**config.mk**
```make
export PLATFORM = sky130hd
export DESIGN_NAME = pipe_skid_reg
export DESIGN_NICKNAME = d
export VERILOG_FILES = /design/src/rtl/pipe_skid_reg.sv
export SDC_FILE = /design/constraint.sdc
export NUM_CORES = 1
export LEC_CHECK = 0
export CAP_MARGIN = 20
export CELL_PAD_IN_SITES_DETAIL_PLACEMENT = 1
export CELL_PAD_IN_SITES_GLOBAL_PLACEMENT = 2
export CORE_ASPECT_RATIO = 1.25
export CORE_MARGIN = 2
export CORE_UTILIZATION = 36
export DETAILED_ROUTE_END_ITERATION = 12
export DONT_BUFFER_PORTS = 1
export PLACE_DENSITY = 0.72
export SLEW_MARGIN = 10
export SYNTH_ARGS = -nofsm -noshare
export SYNTH_HDL_FRONTEND = slang
export SYNTH_SLANG_ARGS = --single-unit
```
**constraint.sdc**
```tcl
create_clock -name CLK -period 1.9 [get_ports CLK]
set_input_delay 0.285 -clock CLK [delete_from_list [all_inputs] [get_ports CLK]]
set_output_delay 0.285 -clock CLK [all_outputs]
set_load 0.03 [all_outputs]
```
**src/rtl/pipe_skid_reg.sv**
```systemverilog
// Two-entry valid/ready pipeline stage with a skid register so downstream
// stalls never reach upstream combinationally; in_ready is a flop.
module pipe_skid_reg #(
    parameter int WIDTH = 8
) (
    input  logic             CLK,
    input  logic             reset,
    input  logic             flush,
    input  logic             in_valid,
    output logic             in_ready,
    input  logic [WIDTH-1:0] in_data,
    output logic             out_valid,
    input  logic             out_ready,
    output logic [WIDTH-1:0] out_data,
    output logic [1:0]       occupancy
);

    typedef enum logic [1:0] {
        ST_EMPTY = 2'd0,
        ST_ONE   = 2'd1,
        ST_TWO   = 2'd2
    } state_t;

    state_t           r_state;
    state_t           w_state_nxt;
    logic [WIDTH-1:0] r_main_q;
    logic [WIDTH-1:0] r_skid_q;
    logic             r_in_ready;
    logic [1:0]       r_occ;
    logic [1:0]       w_occ_nxt;
    logic             w_push;
    logic             w_pop;
    logic             w_ld_main_in;
    logic             w_ld_main_skid;
    logic             w_ld_skid;

    assign w_push    = in_valid & r_in_ready;
    assign w_pop     = out_valid & out_ready;
    assign out_valid = (r_state != ST_EMPTY);
    assign out_data  = r_main_q;
    assign in_ready  = r_in_ready;
    assign occupancy = r_occ;

    always_comb begin
        w_state_nxt    = r_state;
        w_ld_main_in   = 1'b0;
        w_ld_main_skid = 1'b0;
        w_ld_skid      = 1'b0;
        case (r_state)
            ST_EMPTY: begin
                if (w_push) begin
                    w_state_nxt  = ST_ONE;
                    w_ld_main_in = 1'b1;
                end
            end
            ST_ONE: begin
                if (w_push && w_pop) begin
                    w_ld_main_in = 1'b1;
                end else if (w_push) begin
                    w_state_nxt = ST_TWO;
                    w_ld_skid   = 1'b1;
                end else if (w_pop) begin
                    w_state_nxt = ST_EMPTY;
                end
            end
            ST_TWO: begin
                // in_ready is low here, so only a pop can move the state
                if (w_pop) begin
                    w_state_nxt    = ST_ONE;
                    w_ld_main_skid = 1'b1;
                end
            end
            default: begin
                w_state_nxt = ST_EMPTY;
            end
        endcase
        // A flush kills everything held and any push/pop in the same cycle
        if (flush) begin
            w_state_nxt    = ST_EMPTY;
            w_ld_main_in   = 1'b0;
            w_ld_main_skid = 1'b0;
            w_ld_skid      = 1'b0;
        end
    end

    always_comb begin
        w_occ_nxt = 2'd0;
        case (w_state_nxt)
            ST_ONE:  w_occ_nxt = 2'd1;
            ST_TWO:  w_occ_nxt = 2'd2;
            default: w_occ_nxt = 2'd0;
        endcase
    end

    always_ff @(posedge CLK) begin
        if (reset) begin
            r_state    <= ST_EMPTY;
            r_in_ready <= 1'b1;
            r_occ      <= 2'd0;
        end else begin
            r_state    <= w_state_nxt;
            r_in_ready <= (w_state_nxt != ST_TWO);
            r_occ      <= w_occ_nxt;
        end
    end

    // Data registers hold their contents when idle or flushed; only reset clears them
    always_ff @(posedge CLK) begin
        if (reset) begin
            r_main_q <= '0;
            r_skid_q <= '0;
        end else begin
            if (w_ld_main_in) begin
                r_main_q <= in_data;
            end else if (w_ld_main_skid) begin
                r_main_q <= r_skid_q;
            end
            if (w_ld_skid) begin
                r_skid_q <= in_data;
            end
        end
    end

endmodule
```
; ---- Word level (Yosys, flattened, before mapping)
; Cells that the tools add are included.
[totals]
register_bits = 21
latch_bits = 0
mem_bits_rw = 0
romBits = 0
in_bits = 13
out_inout_bits = 12
memories = 0
[classes]
addsub = 0
mul = 0
div_mod_pow = 0
order_cmp = 0
eq_ne = 5
shift = 0
mux = 20
bitwise = 2
reduce_logical = 4
[ops]
columns = operator, count
row1 = $mux W8, 2
row2 = $mux W2, 6
row3 = $mux W1, 9
row4 = $pmux W2 S3, 1
row5 = $eq A2 B1 Y1 const B, 2
row6 = $eq A2 B2 Y1 const B, 2
row7 = $pmux W2 S2, 1
row8 = $reduce_bool A2 Y1, 2
row9 = $and A1 B1 Y1, 2
row10 = $logic_not A2 Y1, 1
row11 = $ne A2 B2 Y1 const B, 1
row12 = $pmux W1 S2, 1
row13 = $logic_and A1 B1 Y1, 1

; ---- Logic depth before layout (Yosys ltp)
[logic_depth]
depth_word = 9
depth_mapped = 6
depth_no_buf = 4

; ---- Worst setup path after synthesis
; OpenSTA, ideal clock, no wires.
[synth_timing]
path_kind = register to register
from = register r_in_ready (netlist: in_ready)
to = register r_main_q[1] (netlist: out_data[1])
setup_time_ns = 0.130
arrival_ns = 1.562
path_slack_ns = 0.207
path_stages_with_launch = 7
n_path_buf = 2
synth_period_minus_slack_ns = 1.693
path_cell_list = dfxtp_1 nand2_1 or4b_1 buf_6 buf_8 nor2_1 a311oi_2
[synth_via]
elab_chain_len = 6
word_cells_on_any_way = 8
cone_classes = mux: 5 / bitwise: 1 / reduce/logical: 2
[synth_lines]
columns = element, line
row1 = start: declaration, 28  ; logic r_in_ready;
row2 = start signal: assignment, 102  ; r_in_ready <= (w_state_nxt != ST_TWO);
row3 = $and A1 B1 Y1 (*), 37  ; assign w_push = in_valid & r_in_ready;
row4 = $logic_and A1 B1 Y1, 57  ; if (w_push && w_pop) begin
row5 = $mux W1, 57
row6 = $pmux W1 S2 (*), 49  ; case (r_state)
row7 = $mux W1 (*), 78  ; if (flush) begin
row8 = $mux W8 or $reduce_bool A2 Y1 (tied branches), -
row9 = end signal: assignment, 114  ; r_main_q <= in_data;
row10 = end signal: assignment, 116  ; r_main_q <= r_skid_q;
row11 = end: declaration, 26  ; logic [WIDTH-1:0] r_main_q;
; Mark *: on every way between the ends. The rest lies on a longest branch, timed or not.
; A chain may end at the register's enable or synchronous reset.

; ---- Worst setup path after layout
[layout_timing]
from = register r_state[0]
to = register r_skid_q[3]
[layout_via]
elab_chain_len = 6
word_cells_on_any_way = 7
cone_classes = eq/ne: 1 / mux: 3 / bitwise: 1 / reduce/logical: 2
[layout_lines]
columns = element, line
row1 = start: declaration, 24  ; state_t r_state;
row2 = start signal: assignment, 101  ; r_state <= w_state_nxt;
row3 = $reduce_bool A2 Y1, 39  ; assign out_valid = (r_state != ST_EMPTY);
row4 = $and A1 B1 Y1, 38  ; assign w_pop = out_valid & out_ready;
row5 = $logic_and A1 B1 Y1, 57
row6 = $mux W1, 57
row7 = $mux W1 (*), 49
row8 = $mux W1 (*), 78
row9 = end signal: assignment, 119  ; r_skid_q <= in_data;
row10 = end: declaration, 27  ; logic [WIDTH-1:0] r_skid_q;
; Marked as above.

==> impl_results.md <==
- All-Layer GR Usage: 0.136
- Arrival time at the worst endpoint: 1.88 ns
- Area share of the largest cell type after synthesis: 0.457
- First-pass GRT wire length: around 2.9 mm
- Final period util: 0.883
- Cell area after synthesis: 920 um2
- # IOs: 25
- # Max-Cap Violations: 0
- Clk buf depth: 2
- DIE WIDTH: just under 50 um
- Clk_skew: approximately 0.0081 ns
- CTS tree: yes
- R2r endpoint: r_skid_q[3]$_SDFFE_PP0P_
- First-pass DRT Iterations: 4
- Crit end category: register
- Share of cells above drive strength 1: 0.202
- Reg2Reg Depth: 4
- Drt drc: 0
- Post-CTS Setup Inserts: 0
- DR vias: between 600 and 700
- GP Congestion: ~0.64
- N_diodes: 0
- Synth Flop Type: dfxtp_1
- Later-pin clock latency in the skew report: slightly above 0.3 ns
- Worst hold path type: primary input to register
- Final hold violations: 0
- Initial drt markers: 15
- ANT nets after route: 0
- Least-Margin Pin Slew: approximately 0.40 ns
- RSZ-0062 raised after global routing: no
- Finished Layout Cells: roughly 130
- Hold Startpoint: reset
- Seq/Total Area, Yosys: 0.457
- Final setup viols: 0
- Cells after DPL: between 100 and 150
- Worst setup SP type: register
- Post-synthesis async set-or-reset flop share: 0
- IR drop worst, VDD: approximately 0.00045 V
- Top-count cell post-synth: dfxtp_1
- HPWL Detailed: 1.30 mm
- Status: complete, no violations
- Slew Viols, Final: 0
- Pwr/cell area: 803 nW/um2
- FF-to-FF Start: r_state[0]$_SDFF_PP0_
- Crit path time final: roughly 1.7 ns
- Top cells by area, synth: dfxtp_1, a311oi_2, mux2i_1
- Setup TNS Final: 0 ns
- Pleak: 0.387 nW
- Die Y: slightly above 60 um
- Post-cts hold buffer count: 0
- P&R area growth vs syn: 3.67%
- Core box area: approximately 2400 um2
- Post-synth EDFFs: 0
- Register bit count reported by yosys: 21
- Clock transition at the registers of the reported paths: between 0.1 and 0.15 ns
- Distinct cells, synth: 22
- Grt ovf: 0
- Worst Hold Path Cells: 1
- Avg Cell Area, Syn: approximately 9.9 um2
- Vias per std cell: ~5.2
- Worst reg-to-reg setup slack: approximately 0.22 ns
- Synthesized instance count: 93
- Synth area leader: dfxtp_1
- CP Class: register to register
- Total clock buffers created by CTS: 3
- Nets: roughly 110
- H-tree levels: 1
- Largest net degree at the start of global routing: 22
- Post-synth top cells: dfxtp_1, nor2_1, nand2_1
- Initial antenna violation count: 0
- Root Driver: clkbuf_4
- Clock sink count: 21
- Peak Freq: 596 MHz
- Wire per inst: between 10 and 15 um
- PortBufs: 0
- Synthesized Nets: ~110
- Worst-path fanout max: 8
- Number of global-route vias before repair: just under 600
- Slew headroom: 0.733
- Full die area: between 2000 and 3000 um2
- CP required: between 2 and 2.5 ns
- YS warnings: 0
- Initial core utilization: 0.379
- Hold EP: out_data[1]$_SDFFE_PP0P_
- Core Rows: 20
- Post-Route WL: 1.83 mm
- Post-cts sizing count: 0
==> kinds of logic after synthesis <==
logic type,synth area share
AOI/OAI and AO/OA,0.146
DFF,0.457
and+or+nand+nor,0.239
xor gates and xnor gates,0.00953
muxes,0.0871
buffers and inverters,0.0612
==> worst max path at each step <==
| stage | start | slack, ns | end | cells past startpoint |
|---|---|---|---|---|
| finish | r_state[0]$_SDFF_PP0_ | 0.22 | r_skid_q[3]$_SDFFE_PP0P_ | 4 |
| global route | r_state[0]$_SDFF_PP0_ | 0.11 | r_skid_q[1]$_SDFFE_PP0P_ | 4 |
| CTS | r_state[0]$_SDFF_PP0_ | 0.21 | r_skid_q[2]$_SDFFE_PP0P_ | 4 |
| detailed placement | r_state[0]$_SDFF_PP0_ | 0.23 | r_skid_q[6]$_SDFFE_PP0P_ | 4 |
| global placement | r_state[0]$_SDFF_PP0_ | 0.25 | r_skid_q[4]$_SDFFE_PP0P_ | 4 |
| floorplan | in_ready$_SDFF_PP1_ | 0.21 | out_data[1]$_SDFFE_PP0P_ | 6 |
==> worst max-delay path, stage by stage, from the launching register on <==
cell and delay, ns:
dfxtp_1 0.44, nand2b_4 0.08, or4_2 0.80, mux2i_1 0.21, nor2_1 0.05
==> area by class of cell <==
class,count,area (um2)
Fill cell,291,1470
Multi-Input combinational cell,66,443
Sequential cell,21,420
Tap cell,33,41.3
Clock buffer,4,26.3
Timing Repair Buffer,3,22.5
==> stage by stage <==
step / total power, W / hold slack [ns] / instance area [um2] / utilization / setup slack, ns
after global routing: 0.000802 / 0.00504 / 953 / 0.393 / 0.109
after detailed placement: 0.000559 / 0.357 / 927 / 0.382 / 0.232
final: 0.000765 / 0.0350 / 953 / 0.393 / 0.222
after global placement: 0.000557 / 0.357 / 927 / 0.382 / 0.250
after floorplan: 0.000560 / 0.363 / 920 / - / 0.207
after CTS: 0.000781 / 0.0151 / 953 / 0.393 / 0.215
==> placed cells by master (no fill, tap or decap), types with 2 or more instances in the layout <==
| cell type | n |
|---|---|
| or4_2 | 2 |
| mux2i_1 | 8 |
| a311oi_2 | 8 |
| clkbuf_4 | 3 |
| nor4_1 | 2 |
| nor3_1 | 2 |
| dfxtp_1 | 21 |
| buf_4 | 3 |
| nand2_1 | 17 |
| nor2_1 | 18 |
==> sequential cells by signal, indices dropped and copies added, names as in the netlist <==
register and flops:
out_data 8, r_skid_q 8, occupancy 2, r_state 2
in_ready 1
==> where the power goes <==
group	internal (W)	switching (W)
combinational	0.0000276	0.0000283
sequential	0.000456	0.0000358
clock	0.0000819	0.000136
==> per-layer routing <==
metal | track usage | vias up | wire, um
met1 | 0.172 | 316 | 852
met5 | 0 | - | 0
met2 | 0.195 | 15 | 847
met3 | 0.0394 | 4 | 75
li1 | - | 326 | -
met4 | 0.110 | 0 | 52
No activity file was read; power rests on OpenSTA's default activity.
